<file path="src/rtl/cc_pkg.sv">
// cc_pkg: shared types and widths for the CC sequencing controller
package cc_pkg;
   localparam int NUM_OPS = 4;
   localparam int OP_W    = 4;
   localparam int OPT_W   = 3;
   localparam int RES_W   = 9;
   localparam int BEAT_W  = $clog2(NUM_OPS);
   localparam int CNT_W   = 3;
   typedef enum logic [1:0] {IDLE, LOAD, WAIT, OUT} state_t;
endpackage

</file>
<file path="src/rtl/cc_settle_timer.sv">
// cc_settle_timer: loadable down-counter, done while the count sits at 1
module cc_settle_timer #(
   parameter int W = 3
) (
   input  logic         clk,
   input  logic         rst_n,
   input  logic         load,
   input  logic [W-1:0] load_val,
   output logic         done
);
   logic [W-1:0] cnt;
   always_ff @(posedge clk or negedge rst_n)
      if (!rst_n) cnt <= '0;
      else if (load) cnt <= load_val;
      else if (cnt != '0) cnt <= cnt - 1'b1;
   assign done = cnt == W'(1);
endmodule

</file>
<file path="src/rtl/cc_seq_ctrl.sv">
// cc_seq_ctrl: assembles four serial operand nibbles for the CC datapath,
// holds them for SETTLE cycles and returns the captured result as a strobe.
module cc_seq_ctrl
   import cc_pkg::*;
#(
   parameter int SETTLE = 1
) (
   input  logic             clk,
   input  logic             rst_n,
   input  logic             in_valid,
   input  logic [OP_W-1:0]  in_data,
   input  logic [OPT_W-1:0] in_opt,
   input  logic [RES_W-1:0] cc_out,
   output logic [OP_W-1:0]  cc_n0,
   output logic [OP_W-1:0]  cc_n1,
   output logic [OP_W-1:0]  cc_n2,
   output logic [OP_W-1:0]  cc_n3,
   output logic [OPT_W-1:0] cc_opt,
   output logic             busy,
   output logic             out_valid,
   output logic [RES_W-1:0] out_data
);
   if (SETTLE < 1 || SETTLE > 7) begin : g_bad_settle
      $error("cc_seq_ctrl: SETTLE must be in 1..7");
   end
   state_t            state, state_nxt;
   logic [BEAT_W-1:0] beat;
   logic [OP_W-1:0]   n_q [NUM_OPS];
   logic [OPT_W-1:0]  opt_q;
   logic              accept0, accept_n, last_beat, capture, settle_done;
   always_comb begin
      accept0   = in_valid && (state == IDLE || state == OUT);
      accept_n  = in_valid && state == LOAD;
      last_beat = accept_n && beat == BEAT_W'(NUM_OPS - 1);
      capture   = state == WAIT && settle_done;
      state_nxt = state;
      case (state)
         IDLE: state_nxt = in_valid ? LOAD : IDLE;
         LOAD: state_nxt = !in_valid ? IDLE : last_beat ? WAIT : LOAD;
         WAIT: state_nxt = settle_done ? OUT : WAIT;
         OUT:  state_nxt = in_valid ? LOAD : IDLE;
         default: state_nxt = IDLE;
      endcase
   end
   always_ff @(posedge clk or negedge rst_n)
      if (!rst_n) state <= IDLE;
      else state <= state_nxt;
   // Beat index wraps to 0 after the last operand, ready for the next transaction.
   always_ff @(posedge clk or negedge rst_n)
      if (!rst_n) begin
         beat      <= '0;
         n_q       <= '{default: '0};
         opt_q     <= '0;
         out_valid <= 1'b0;
         out_data  <= '0;
      end else begin
         out_valid <= capture;
         out_data  <= capture ? cc_out : '0;
         if (accept0) begin
            n_q[0] <= in_data;
            opt_q  <= in_opt;
            beat   <= BEAT_W'(1);
         end else if (accept_n) begin
            n_q[beat] <= in_data;
            beat      <= beat + BEAT_W'(1);
         end else if (state == LOAD) begin
            beat <= '0;
         end
      end
   cc_settle_timer #(.W(CNT_W)) u_timer (
      .clk      (clk),
      .rst_n    (rst_n),
      .load     (last_beat),
      .load_val (CNT_W'(SETTLE)),
      .done     (settle_done)
   );
   assign busy   = state == LOAD || state == WAIT;
   assign cc_n0  = n_q[0];
   assign cc_n1  = n_q[1];
   assign cc_n2  = n_q[2];
   assign cc_n3  = n_q[3];
   assign cc_opt = opt_q;
endmodule

</file>
<file path="config.mk">
export PLATFORM = sky130hd
export DESIGN_NAME = cc_seq_ctrl
export DESIGN_NICKNAME = d
export VERILOG_FILES = /design/src/rtl/cc_pkg.sv /design/src/rtl/cc_settle_timer.sv /design/src/rtl/cc_seq_ctrl.sv
export SDC_FILE = /design/constraint.sdc
export NUM_CORES = 1
export LEC_CHECK = 0
export BUFFER_PORTS_ARGS = -buffer_cell sky130_fd_sc_hd__buf_2
export CAP_MARGIN = 15
export CORE_MARGIN = 2
export CORE_UTILIZATION = 49
export DETAILED_ROUTE_END_ITERATION = 10
export PLACE_DENSITY = 0.78
export SLEW_MARGIN = 25
export SYNTH_ARGS = -nofsm -noshare
export SYNTH_HDL_FRONTEND = slang
export SYNTH_SLANG_ARGS = --single-unit
</file>
<file path="constraint.sdc">
create_clock -name clk -period 2.1 [get_ports clk]
set_input_delay 0.315 -clock clk [delete_from_list [all_inputs] [get_ports clk]]
set_output_delay 0.315 -clock clk [all_outputs]
set_load 0.02 [all_outputs]
</file>
==> impl_metrics.toml <==
[sta]
fin_crit_ps = 1730
slew_margin_rel_pct = 49.9
worst-slew-pin-transition_ps = 751
final.hold.worst_slack_ps = 29.8
worst_clock_skew_ps = 6.30
maxSlewViolCount = 0
fin_tns_setup_ps = 0
final.period_utilization_pct = 82.2
max_clock_freq_ghz = 0.580
unrepaired_setup_endpoints_after_global_routing = "false"
final_setup_violation_count = 0
final_number_of_hold_violating_endpoints = 0

[clocking]
cts_root_buf = "sky130_fd_sc_hd__clkbuf_4"
clk_path_buf_depth = 2
postCtsResizedCells = 0
cts-buffers-inserted = 5
clock_sinks = 36
clk_pin_slew_worst_paths_ps = 100
worst_skew_pair.late_latency_ps = 340
post_cts_setup_repair_bufs = 0
ctsHtreeMaxLevel = 2
holdBufCountCts = 0
cts_tree = "yes"

[place]
finalWeightedCongestion = 0.736
numPlacedInstances = 188
placed_area_um2 = 1770
place.port_buffers = 48
hpwl_mm = 2.19

[route]
maxUsedRoutingLayer = "met4"
wl_met3_um = 125
drt_iter0_drc = 28
postRouteAntennaNets = 0
drt-wirelength-per-cell_um = 14.3
avgViaCountPerCell = 5.01
dr_wl_met2_mm = 1.54
drc_errors = 0
total_wire_length_mm = 2.80
routed-via-count = 982
detailedRoute.firstPassIterationCount = 6
sum_of_routed_wire_segments_on_met1_mm = 1.09

[yosys]
syn_inst = 108
number_of_nets_produced_by_synthesis = 137
yosys.cell_types.count = 20
synthesis.area_per_instance_um2 = 13.8
sequential_fraction_of_the_synthesis_area_pct = 60.5
postSynthRegisterBits = 36
syn-cell-area_um2 = 1490
synthesis.yosys.warnings = 0

[power]
p_leak_nw = 1.04
power_w = 0.00182
power.density_cell_area_nw_per_um2 = 987
irDropWorstVdd_mv = 0.608

[global_route]
grt_max_degree = 37
grt_antenna_before_repair = 0
grt_first_pass_wirelength_mm = 4.75
first_global_vias = 1061
grt_usage_pct = 18.8
global_route_congestion_overflow_total = 0

[setup_path]
cp_data_required_time_ps = 2330
setup.worst_path.class = "flip-flop to flip-flop"
critical_path_peak_fanout = 5
worstPathArrival_ps = 1960
crit_family = "simple AND/OR/NAND/NOR gates"
critPathSlowestCell = "sky130_fd_sc_hd__dfrtp_1"
timing.critical_path.to_type = "flip-flop"
path_buf_inv = 1
crit_chain = "inv_1 > ha_1 > and3b_2 > nand2_1 > mux2_2"
crit_path_max_incr_delay_ps = 390
critical_path.startpoint_type = "flip-flop"

[cells_and_area]
antenna_cells_inserted = 0
layout_cells_excl_fill = 196
total_nets_final = 191
finalInstanceArea_um2 = 1840
area_growth_pct = 23.8
layout-drive-gt1-share_pct = 47.2

[floorplan]
floorplan.die_area_um2 = 3500
initial_utilization_pct = 50.0
floorplan.io_pins = 49
die_w_um = 59.1
die_height_um = 59.1
floorplan.rows = 20
design.core.area_um2 = 2980

[worst_hold_path]
hp-class = "input pin to asynchronous set/reset pin"

[status]
outcome = "complete, no violations"

[job]
maxCapViolCount = 0
## registers in the layout, summed over array words and instances, names as in the netlist
register / flops
out_data: 9
cc_n0: 4
cc_n1: 4
cc_n2: 4
cc_n3: 4
cc_opt: 3
u_timer.cnt: 3
beat: 2
state: 2
out_valid: 1
## routing by layer
metal / vias up / GRT usage, %
met5: - / 0
met4: 0 / 6.82
met3: 6 / 5.90
met2: 22 / 32.9
met1: 487 / 21.6
li1: 467 / -
## power breakdown
part	switching, W	total, W	leakage [nW]	internal (W)
logic	0.000266	0.000470	0.529	0.000205
registers	0.0000702	0.000876	0.466	0.000806
clock network	0.000224	0.000473	0.0422	0.000249
## layout by cell type (no fill, tap or decap), drive strengths merged, types with 3 or more instances in the layout
cell	n
dfrtp	36
nor2	3
mux2	20
buf	48
nand2	5
ha	10
clkbuf	6
and2	9
inv	9
## cell usage after synthesis
master	count	area, µm²
sky130_fd_sc_hd__dfrtp_1	36	901
sky130_fd_sc_hd__mux2_2	20	225
sky130_fd_sc_hd__ha_1	10	125
sky130_fd_sc_hd__and2_1	9	56.3
sky130_fd_sc_hd__inv_1	9	33.8
sky130_fd_sc_hd__nand2_1	5	18.8
sky130_fd_sc_hd__nor2_1	3	11.3
sky130_fd_sc_hd__a21o_1	2	15.0
sky130_fd_sc_hd__nand2b_1	2	12.5
sky130_fd_sc_hd__o21ai_0	2	10.0
sky130_fd_sc_hd__a211oi_1	1	7.51
sky130_fd_sc_hd__a21oi_1	1	5.00
sky130_fd_sc_hd__a22o_1	1	8.76
sky130_fd_sc_hd__a32o_1	1	10.0
sky130_fd_sc_hd__and3_2	1	7.51
sky130_fd_sc_hd__and3b_1	1	8.76
sky130_fd_sc_hd__and3b_2	1	10.0
sky130_fd_sc_hd__clkbuf_1	1	3.75
sky130_fd_sc_hd__mux2i_1	1	10.0
sky130_fd_sc_hd__xnor2_1	1	8.76
## cells by family after synthesis
group           after synthesis  synth area share, %
xor+xnor                      1                0.588
buf+inv                      10                 2.52
flops                        36                 60.5
compound gates                8                 3.78
simple gates                 22                 8.40
fa+ha+maj                    10                 8.40
mux                          21                 15.8
## metrics by stage
step	util (%)	worst slack, ps
after floorplan	-	573
after global placement	59.3	481
after detailed placement	59.3	394
after CTS	61.9	383
after global routing	61.9	310
final	61.9	374
## path summary, 6_finish.rpt
| check | start | end | slack, ps | cells past startpoint |
|---|---|---|---|---|
| worst max-delay path | state[0] | cc_n3[2] | 370 | 5 |
| worst min-delay path | rst_n | cc_n0[2] | 30 | 1 |
| worst max register to register | state[0] | cc_n3[2] | 370 | 5 |
| worst min register to register | cc_n2[2] | cc_n2[2] | 510 | 1 |
| max in group asynchronous | rst_n | out_data[8] | 1590 | 1 |
| min in group clk | cc_out[6] | out_data[6] | 170 | 2 |
## worst reg2reg max path: stages (launching register included)
cell and delay (ps):
sky130_fd_sc_hd__dfrtp_1 390, sky130_fd_sc_hd__inv_1 60, sky130_fd_sc_hd__ha_1 360, sky130_fd_sc_hd__and3b_2 250
sky130_fd_sc_hd__nand2_1 200, sky130_fd_sc_hd__mux2_2 370
## layout make-up
cell class,count,area [µm²]
clock buffer,6,41.3
clock inverter,2,35.0
fill,238,1130
inverter,9,33.8
multi-input combinational,62,551
sequential,36,901
tap,33,41.3
timing repair buffer,48,240
No activity file was read; power rests on OpenSTA's default activity.
